[config.mk]
export PLATFORM = sky130hd
export DESIGN_NAME = branch_update_sched
export DESIGN_NICKNAME = d
export VERILOG_FILES = /design/src/rtl/branch_update_sched_pkg.sv /design/src/rtl/branch_update_sched_fifo.sv /design/src/rtl/branch_update_sched.sv
export SDC_FILE = /design/constraint.sdc
export NUM_CORES = 1
export LEC_CHECK = 0
export BUFFER_PORTS_ARGS = -buffer_cell sky130_fd_sc_hd__buf_2
export CORE_MARGIN = 10
export CORE_UTILIZATION = 25
export DETAILED_ROUTE_END_ITERATION = 10
export GPL_TIMING_DRIVEN = 0
export PLACE_DENSITY = 0.43
export SYNTH_ARGS = -nofsm -noshare
export SYNTH_HDL_FRONTEND = slang
export SYNTH_SLANG_ARGS = --single-unit
[constraint.sdc]
create_clock -name clk -period 2.4 [get_ports clk]
set_input_delay 0.24 -clock clk [delete_from_list [all_inputs] [get_ports clk]]
set_output_delay 0.24 -clock clk [all_outputs]
set_load 0.03 [all_outputs]
[src/rtl/branch_update_sched_pkg.sv]
// Shared types for the branch predictor update path:
// counters, update FIFO entries and the RMW state.
package lc3b_types;

   typedef logic [8:0] lc3b_offset9;
   typedef logic [1:0] bpred_cnt_t;

   typedef enum logic [1:0] {
      IDLE = 2'd0,
      RD   = 2'd1,
      WR   = 2'd2
   } bupd_state_t;

   typedef struct packed {
      lc3b_offset9 index;
      logic        taken;
   } bupd_entry_t;

   // 2-bit saturating counter step
   function automatic bpred_cnt_t bpred_next(
      input bpred_cnt_t c,
      input logic       taken
   );
      if (taken)
         return (c == 2'b11) ? c : c + 2'b01;
      return (c == 2'b00) ? c : c - 2'b01;
   endfunction

endpackage

[src/rtl/branch_update_sched_fifo.sv]
// Small FIFO holding resolved branch updates until
// the shared BHT/PHT port is free.
module branch_update_fifo
   import lc3b_types::*;
#(
   parameter int DEPTH = 4
) (
   input  logic                   clk,
   input  logic                   reset_n,
   input  logic                   i_push,
   input  bupd_entry_t            i_data,
   input  logic                   i_pop,
   output bupd_entry_t            o_head,
   output logic [$clog2(DEPTH):0] o_count,
   output logic                   o_full,
   output logic                   o_empty
);

   localparam int AW = $clog2(DEPTH);
   localparam int CW = AW + 1;

   bupd_entry_t   r_mem [DEPTH];
   logic [AW-1:0] r_wptr;
   logic [AW-1:0] r_rptr;
   logic [CW-1:0] r_count;
   logic          w_push;
   logic          w_pop;

   assign o_full  = (r_count == CW'(DEPTH));
   assign o_empty = (r_count == '0);
   assign w_push  = i_push && !o_full;
   assign w_pop   = i_pop && !o_empty;
   assign o_head  = r_mem[r_rptr];
   assign o_count = r_count;

   always_ff @(posedge clk) begin
      if (w_push)
         r_mem[r_wptr] <= i_data;
   end

   always_ff @(posedge clk or negedge reset_n) begin
      if (!reset_n) begin
         r_wptr  <= '0;
         r_rptr  <= '0;
         r_count <= '0;
      end else begin
         if (w_push)
            r_wptr <= r_wptr + AW'(1);
         if (w_pop)
            r_rptr <= r_rptr + AW'(1);
         unique case ({w_push, w_pop})
            2'b10:   r_count <= r_count + CW'(1);
            2'b01:   r_count <= r_count - CW'(1);
            default: r_count <= r_count;
         endcase
      end
   end

endmodule

[src/rtl/branch_update_sched.sv]
// Arbitrates the single BHT/PHT port between fetch
// lookups and buffered read-modify-write updates.
module branch_update_sched
   import lc3b_types::*;
#(
   parameter int FIFO_DEPTH   = 4,
   parameter int PHT_IDX_W    = 9,
   parameter int STARVE_LIMIT = 8
) (
   input  logic                 clk,
   input  logic                 reset_n,
   input  logic                 lookup_req,
   input  lc3b_offset9          lookup_index,
   output logic                 lookup_ack,
   output logic                 pred_valid,
   output logic                 pred_taken,
   input  logic                 upd_valid,
   input  lc3b_offset9          upd_index,
   input  logic                 upd_taken,
   output logic                 upd_ready,
   output lc3b_offset9          bht_index,
   output logic                 bht_load,
   output logic                 bht_branch_enable,
   input  logic [15:0]          bht_out,
   output logic [PHT_IDX_W-1:0] pht_index,
   output logic                 pht_we,
   output bpred_cnt_t           pht_wdata,
   input  bpred_cnt_t           pht_rdata
);

   localparam int CW = $clog2(FIFO_DEPTH) + 1;
   localparam int SW = $clog2(STARVE_LIMIT + 1);

   function automatic logic [PHT_IDX_W-1:0] pht_hash(
      input logic [15:0] hist,
      input lc3b_offset9 idx
   );
      return hist[PHT_IDX_W-1:0] ^ PHT_IDX_W'(idx);
   endfunction

   bupd_state_t          r_state;
   bupd_state_t          w_next;
   logic [SW-1:0]        r_starve;
   logic [PHT_IDX_W-1:0] r_pidx;
   bpred_cnt_t           r_cnt;
   logic                 r_pred_valid;
   logic                 r_pred_taken;
   bupd_entry_t          w_head;
   bupd_entry_t          w_in;
   logic [CW-1:0]        w_count;
   logic                 w_full;
   logic                 w_empty;
   logic                 w_fifo_ne;
   logic                 w_upd_pri;
   logic                 w_lk_win;
   logic                 w_push;
   logic                 w_pop;
   logic                 w_unused;

   assign w_unused   = ^bht_out[15:PHT_IDX_W];
   assign w_in       = '{index: upd_index, taken: upd_taken};
   assign upd_ready  = !w_full;
   assign w_push     = upd_valid && upd_ready;
   assign w_pop      = (r_state == WR);
   assign w_fifo_ne  = !w_empty;
   assign w_upd_pri  = w_fifo_ne && (r_starve == SW'(STARVE_LIMIT));
   assign w_lk_win   = lookup_req && !w_upd_pri && (r_state != WR);
   assign lookup_ack = w_lk_win;
   assign pred_valid = r_pred_valid;
   assign pred_taken = r_pred_taken;

   branch_update_fifo #(
      .DEPTH (FIFO_DEPTH)
   ) u_fifo (
      .clk     (clk),
      .reset_n (reset_n),
      .i_push  (w_push),
      .i_data  (w_in),
      .i_pop   (w_pop),
      .o_head  (w_head),
      .o_count (w_count),
      .o_full  (w_full),
      .o_empty (w_empty)
   );

   always_ff @(posedge clk or negedge reset_n) begin
      if (!reset_n)
         r_state <= IDLE;
      else
         r_state <= w_next;
   end

   always_comb begin
      w_next = r_state;
      unique case (r_state)
         IDLE: if (w_fifo_ne && !w_lk_win) w_next = RD;
         RD:   w_next = w_lk_win ? IDLE : WR;
         WR:   w_next = (w_count > CW'(1) && !lookup_req) ? RD : IDLE;
         default: w_next = IDLE;
      endcase
   end

   always_comb begin
      bht_index         = '0;
      bht_load          = 1'b0;
      bht_branch_enable = 1'b0;
      pht_index         = '0;
      pht_we            = 1'b0;
      pht_wdata         = 2'b00;
      if (w_lk_win) begin
         bht_index = lookup_index;
         pht_index = pht_hash(bht_out, lookup_index);
      end else begin
         unique case (r_state)
            RD: begin
               bht_index = w_head.index;
               pht_index = pht_hash(bht_out, w_head.index);
            end
            WR: begin
               bht_index         = w_head.index;
               bht_load          = 1'b1;
               bht_branch_enable = w_head.taken;
               pht_index         = r_pidx;
               pht_we            = 1'b1;
               pht_wdata         = bpred_next(r_cnt, w_head.taken);
            end
            default: ;
         endcase
      end
   end

   // starve count only grows while an update is actually waiting
   always_ff @(posedge clk or negedge reset_n) begin
      if (!reset_n) begin
         r_starve     <= '0;
         r_pidx       <= '0;
         r_cnt        <= 2'b00;
         r_pred_valid <= 1'b0;
         r_pred_taken <= 1'b0;
      end else begin
         if (r_state == RD && !w_lk_win) begin
            r_starve <= '0;
            r_pidx   <= pht_hash(bht_out, w_head.index);
            r_cnt    <= pht_rdata;
         end else if (w_lk_win && w_fifo_ne) begin
            r_starve <= r_starve + SW'(1);
         end
         r_pred_valid <= w_lk_win;
         r_pred_taken <= w_lk_win & pht_rdata[1];
      end
   end

endmodule

==> Yosys cells after proc, flatten, opt, wreduce, memory -nomap -nowiden <==
Memories as Yosys holds them, arrays and structs flattened.
Index checks and enable logic that the tools add are counted.
{ "totals": {"register_bits": 26, "ramBits": 40, "input_bits": 41, "output_inout_bits": 27, "elab_cells": 77, "n_memories": 1} }
{ "op_classes": {"n_addsub": 7, "magnitude_cmp": 1, "eq_ne": 9, "mux": 26, "bitwise_logic": 3, "reduce_logical": 21} }
{ "memory_table": {"columns": ["name", "depth", "word_bits", "rd", "rd_clocked_by_memory_dff", "write_ports", "line", "rtl"], "rows": [
  ["u_fifo.r_mem", 4, 10, 1, 0, 1, "branch_update_sched_fifo.sv:22", "bupd_entry_t r_mem [DEPTH];"]
]} }
{ "op_table": {"columns": ["op", "count"], "rows": [
  ["2-to-1 mux 9 bit", 3],
  ["case mux 9 bit (2 select lines)", 1],
  ["XOR 9 bit", 2],
  ["2-to-1 mux 2 bit", 8],
  ["logical AND 1 bit", 10],
  ["2-to-1 mux 1 bit", 10],
  ["2-to-1 mux 4 bit", 2],
  ["adder 2 x 1 -> 2 bit (second input constant)", 3],
  ["== test 2 bit (second input constant)", 3],
  ["case mux 2 bit (3 select lines)", 1],
  ["case mux 3 bit (2 select lines)", 1],
  ["zero test 1 bit", 5],
  ["adder 4 x 1 -> 4 bit (second input constant)", 1],
  ["== test 2 x 1 -> 1 bit (second input constant)", 2],
  ["== test 4 bit (second input constant)", 1],
  ["zero test 2 bit", 2],
  ["!= test 2 bit (second input constant)", 2],
  ["nonzero test 2 bit", 2],
  ["adder 3 x 1 -> 3 bit (second input constant)", 1],
  ["== test 3 bit (second input constant)", 1],
  ["greater-than comparator 3 x 1 -> 1 bit (second input constant)", 1],
  ["zero test 3 bit", 1],
  ["subtractor 3 x 1 -> 3 bit (second input constant)", 1],
  ["OR reduction 2 bit", 1],
  ["2 further kinds", 2]
]} }

==> Depth between registers and ports, before layout <==
{ "logic_depth": {"ltp_word": 10, "depth_mapped": 9, "depth_no_buf": 9} }

==> Modules after synthesis <==
From an unflattened synthesis, not the netlist that was laid out.
{ "unflattened": {"hier_cells": 257, "hier_area_um2": 3284.4} }
{ "by_module_without_submodules": {"columns": ["module", "instances", "cells_each", "area_each_um2", "seq_area_each_um2"], "rows": [
  ["branch_update_fifo", 1, 90, 1869.3, 1376.3],
  ["branch_update_sched", 1, 167, 1415.1, 475.5]
]} }

==> Worst setup path after synthesis <==
Ideal clock, no wire load.
{ "synth_timing": {"path_kind": "reg2out", "startpoint": "register r_state[0]", "endpoint": "output pht_index[8]", "t_arrival_ns": 2.135, "required_time_ns": 2.160, "slack_ns": 0.025, "stages_incl_launch_ff": 7, "path_buffers": 0, "path_cell_list": "dfrtp_1 -> inv_1 -> ha_1 -> nor2b_4 -> o21ai_2 -> nand3_1 -> o21ai_0"} }
{ "synth_between": {"elab_chain_len": 3, "elab_cells_between_ends": 6, "classes_between": "eq/ne: 3; mux: 2; reduce/logical: 1"} }
{ "synth_lines": {"columns": ["element", "line", "rtl"], "rows": [
  ["start: declaration", "branch_update_sched.sv:41", "bupd_state_t r_state;"],
  ["start signal: assignment", "branch_update_sched.sv:90", "r_state <= w_next;"],
  ["== test 2 bit, or another cell as far along", "branch_update_sched.sv:114", "unique case (r_state)"],
  ["case mux 9 bit (2 select lines) or logical AND 1 bit (tied branches)", "branch_update_sched.sv:114, branch_update_sched.sv:67", null],
  ["2-to-1 mux 9 bit (*)", "branch_update_sched.sv:110", "if (w_lk_win) begin"],
  ["end: declaration", "branch_update_sched.sv:25", "output logic [PHT_IDX_W-1:0] pht_index,"]
]} }
Every way passes the cells marked *; elsewhere a longest branch is shown, timed or not.

==> Worst setup path after layout <==
{ "layout_timing": {"startpoint": "register u_fifo.r_count[0] (netlist: u_fifo.o_count[0])", "endpoint": "output pht_index[8]"} }
{ "layout_between": {"elab_chain_len": 7} }
{ "layout_lines": {"columns": ["element", "line", "rtl"], "rows": [
  ["start: declaration", "branch_update_sched_fifo.sv:25", "logic [CW-1:0] r_count;"],
  ["start signal: assignment", "branch_update_sched_fifo.sv:52", "2'b10: r_count <= r_count + CW'(1);"],
  ["start signal: assignment", "branch_update_sched_fifo.sv:53", "2'b01: r_count <= r_count - CW'(1);"],
  ["start signal: assignment", "branch_update_sched_fifo.sv:54", "default: r_count <= r_count;"],
  ["zero test 3 bit", "branch_update_sched_fifo.sv:30", "assign o_empty = (r_count == '0);"],
  ["zero test 1 bit", "branch_update_sched.sv:65", "assign w_fifo_ne = !w_empty;"],
  ["logical AND 1 bit", "branch_update_sched.sv:66", "assign w_upd_pri = w_fifo_ne && (r_starve == SW'(STARVE_LIMIT));"],
  ["zero test 1 bit", "branch_update_sched.sv:67", "assign w_lk_win = lookup_req && !w_upd_pri && (r_state != WR);"],
  ["logical AND 1 bit (2 in a row)", "branch_update_sched.sv:67", null],
  ["2-to-1 mux 9 bit", "branch_update_sched.sv:110", null]
]} }
Every way passes these cells.

==> results.cfg <==
[status]
status = complete, no violations

[setup_path]
crit_chain = inv_1, ha_2, nor2b_4, o21ai_4, inv_2, clkbuf_4, a22oi_1, o21ai_1, buf_4
crit_required_ns = 2.16
crit_fanout = 10
critPathCaptureType = output pin
crit_arrival_ns = 2.00
max_stage_delay_ns = 0.35
startpoint_type = flip-flop
cp_slowest_cell = dfrtp_1
critPathKind = flip-flop to output pin

[clock_network]
cts-root-buf = clkbuf_16
cts_buffer_depth = 2
clock_latency_ns = 0.33
h-tree-depth = 3
path_clk_slew_ns = 0.06
numCtsBuffers = 9
cts.sinks = 66
cts_tree = done

[routing]
drtPass1Iterations = 4
wl_per_cell_um = 15.7
vias = 2274
initialDrtViolationCount = 138
wirelength_mm = 8.22
remaining_drc_errors = 0
ant_nets = 0
viasPerCell = 4.35

[floorplan]
die_w_um = 136
num_rows = 42
die_h_um = 136
core-area_um2 = 13100
boundaryPins = 68
start_util = 0.254
dieArea_um2 = 18400

[power]
power.density_nw_per_um2 = 1300
clockPowerShare = 0.232
p_switching_mw = 2.20
p_comb_frac = 0.455
irDropWorstVdd_v = 0.000390
p_int_mw = 3.36
pwr-share-seq = 0.312
p_leak_nw = 1.83
switching_share = 0.395

[timing]
timing.fmax_mhz = 447
finalSetupViolations = 0
rsz0062_at_grt = no
worst_pin_slew_ns = 0.622
finClkSkew_ns = 0.00652
relSlewSlack = 0.585
period_share = 0.932
slew_violations = 0
finalHoldViolCount = 0
fin_crit_ns = 2.24

[synth]
syn-instance-count = 267
synthSimpleGateAreaFrac = 0.0746
syn_avg_cell_area_um2 = 12.5
syn_area_um2 = 3340
synth_top_family_by_area = compound AO/OA/AOI/OAI gates
muxShareOfSynthArea = 0.100
synth-seq-cells = 66
synthesis.nets = 322
synth-adder-area-share = 0.0559
yosys_warnings = 0
synth_compound_area_frac = 0.111
netlist-cell-type-count = 39
yosysSeqAreaShare = 0.555
synthXorXnorAreaFrac = 0.0656

[global_route]
grt_pass1_vias = 2331
antenna_found_initial = 0
grt_overflow = 0
grt_usage = 0.0903
grt_pass1_wl_mm = 12.8
grt_max_degree = 27

[final_layout]
final_common_cell = buf_2
nets = 397
regArea_um2 = 1850
antenna_cells = 0
most-common-layout-cells = 57 x buf_2, 40 x edfxtp_1, 26 x dfrtp_1
nFillCells = 1340
syn_to_final_growth_pct = 28.6
final_core_util = 0.327
drive_gt1_frac = 0.334
finalInstanceArea_um2 = 4290
instances_no_fill = 523
multiInputGateArea_um2 = 1440

[min_path]
min_path_type = primary input to flip-flop

[place]
gp_congestion = 0.767
portBuffers = 60
dp_cells = 503
placed_area_um2 = 3860
hpwl_mm = 5.89

[flow_run]
cap_viol_max_count = 0
[through the flow]
stage	hold WS (ns)	setup TNS, ns	total power [mW]	setup WS [ns]
after floorplan	-0.0556	0	3.47	0.0249
after global placement	0.304	-0.545	4.13	-0.146
after detailed placement	0.309	-0.780	4.16	-0.173
after CTS	0.126	0	5.58	0.00000910
after global routing	0.130	0	5.97	0.0287
final	0.133	0	5.56	0.164
[critical path: cells and delay by family, from the launching register on]
family / cells / cell delay (ns)
flops: 1 / 0.35
buf+inv: 4 / 0.50
simple gates: 1 / 0.14
compound gates: 3 / 0.48
fa+ha+maj: 1 / 0.20
[path summary, 6_finish.rpt]
| check | slack [ns] | depth (start not counted) | to | startpoint |
|---|---|---|---|---|
| min reg2reg | 0.53 | 2 | r_pidx[6]$_DFFE_PN0P_ | r_pidx[6]$_DFFE_PN0P_ |
| min in group asynchronous | 0.47 | 2 | pred_valid$_DFF_PN0_ | reset_n |
| max reg2reg | 0.56 | 9 | u_fifo.o_count[2]$_DFFE_PN0P_ | u_fifo.o_count[0]$_DFFE_PN0P_ |
| max | 0.16 | 9 | pht_index[8] | u_fifo.o_count[0]$_DFFE_PN0P_ |
| min | 0.13 | 1 | u_fifo.r_mem[2][3]$_DFFE_PP_ | upd_index[2] |
| max in group asynchronous | 1.52 | 2 | r_state[0]$_DFFE_PN0P_ | reset_n |
[layout make-up]
type                    instances  area share
plain buffers                  11      0.0184
clock buffers                   9      0.0525
clock inverters                 7      0.0160
inverters                      12      0.0105
multi-input cells             176       0.335
flip-flops and latches         66       0.432
well taps                     176      0.0513
repair buffers                 66      0.0846
[state kept, by name, summed over array words and instances (netlist names)]
register,flops
u_fifo.r_wptr,2
r_cnt,2
r_starve,4
u_fifo.o_count,3
u_fifo.r_rptr,2
u_fifo.r_mem,40
pred_valid,1
r_state,2
pred_taken,1
r_pidx,9
[cell usage after synthesis]
master / instances / area (um2)
nor2_1: 11 / 41.3
inv_1: 11 / 41.3
a22oi_1: 9 / 67.6
xnor2_1: 4 / 35.0
nand2b_1: 1 / 6.26
nand3b_4: 1 / 20.0
mux4_2: 1 / 22.5
a21oi_1: 20 / 100
nor2b_4: 1 / 13.8
buf_1: 1 / 3.75
o31ai_1: 1 / 7.51
nor3_1: 1 / 5.00
xor2_1: 21 / 184
a21boi_0: 1 / 7.51
clkbuf_1: 4 / 15.0
nand2_1: 11 / 41.3
o22ai_1: 1 / 6.26
buf_6: 3 / 33.8
nand3b_1: 1 / 7.51
maj3_2: 1 / 11.3
inv_2: 1 / 3.75
buf_2: 4 / 20.0
dfrtp_1: 26 / 651
and3_1: 5 / 31.3
edfxtp_1: 40 / 1200
mux2i_1: 20 / 200
mux2_1: 1 / 11.3
and2_1: 7 / 43.8
o2bb2ai_1: 1 / 8.76
buf_4: 1 / 7.51
mux2_2: 9 / 101
ha_1: 14 / 175
a22o_1: 9 / 78.8
nand3_1: 6 / 30.0
o21ai_1: 8 / 40.0
o21ai_2: 1 / 8.76
o21ai_0: 7 / 35.0
a32o_1: 1 / 10.0
nor2b_2: 1 / 8.76
[cell families (layout without fill, tap and decap cells)]
| group | count (synthesis) | count (layout) |
|---|---|---|
| adders and majority gates | 15 | 15 |
| muxes | 31 | 31 |
| xor gates and xnor gates | 25 | 25 |
| buffers and inverters | 25 | 105 |
| DFF | 66 | 66 |
| and+or+nand+nor | 46 | 46 |
| AOI/OAI and AO/OA | 59 | 59 |
[power groups by stage]
stage,Sequential (mW),Combinational (mW),Clock (mW)
floorplan,1.73,1.73,0
global placement,1.75,2.38,0
detailed placement,1.76,2.39,0
CTS,1.73,2.52,1.32
global route,1.77,2.83,1.37
finish,1.74,2.53,1.29
[metal layers]
| metal | vias to the layer above | wire [um] | global-route usage |
|---|---|---|---|
| met5 | - | 0 | 0 |
| met4 | 0 | 95 | 0.0287 |
| met3 | 10 | 471 | 0.0289 |
| met2 | 48 | 3730 | 0.139 |
| met1 | 1098 | 3930 | 0.118 |
| li1 | 1118 | - | - |
[repair_timing]
item                       CTS  global route
pin swaps                    1             1
setup buffers                3             2
hold endpoints to repair    26             0
setup endpoints to repair   19            18
hold buffers                 1             0
gates resized for setup     13            21
No activity file was read; power rests on OpenSTA's default activity.
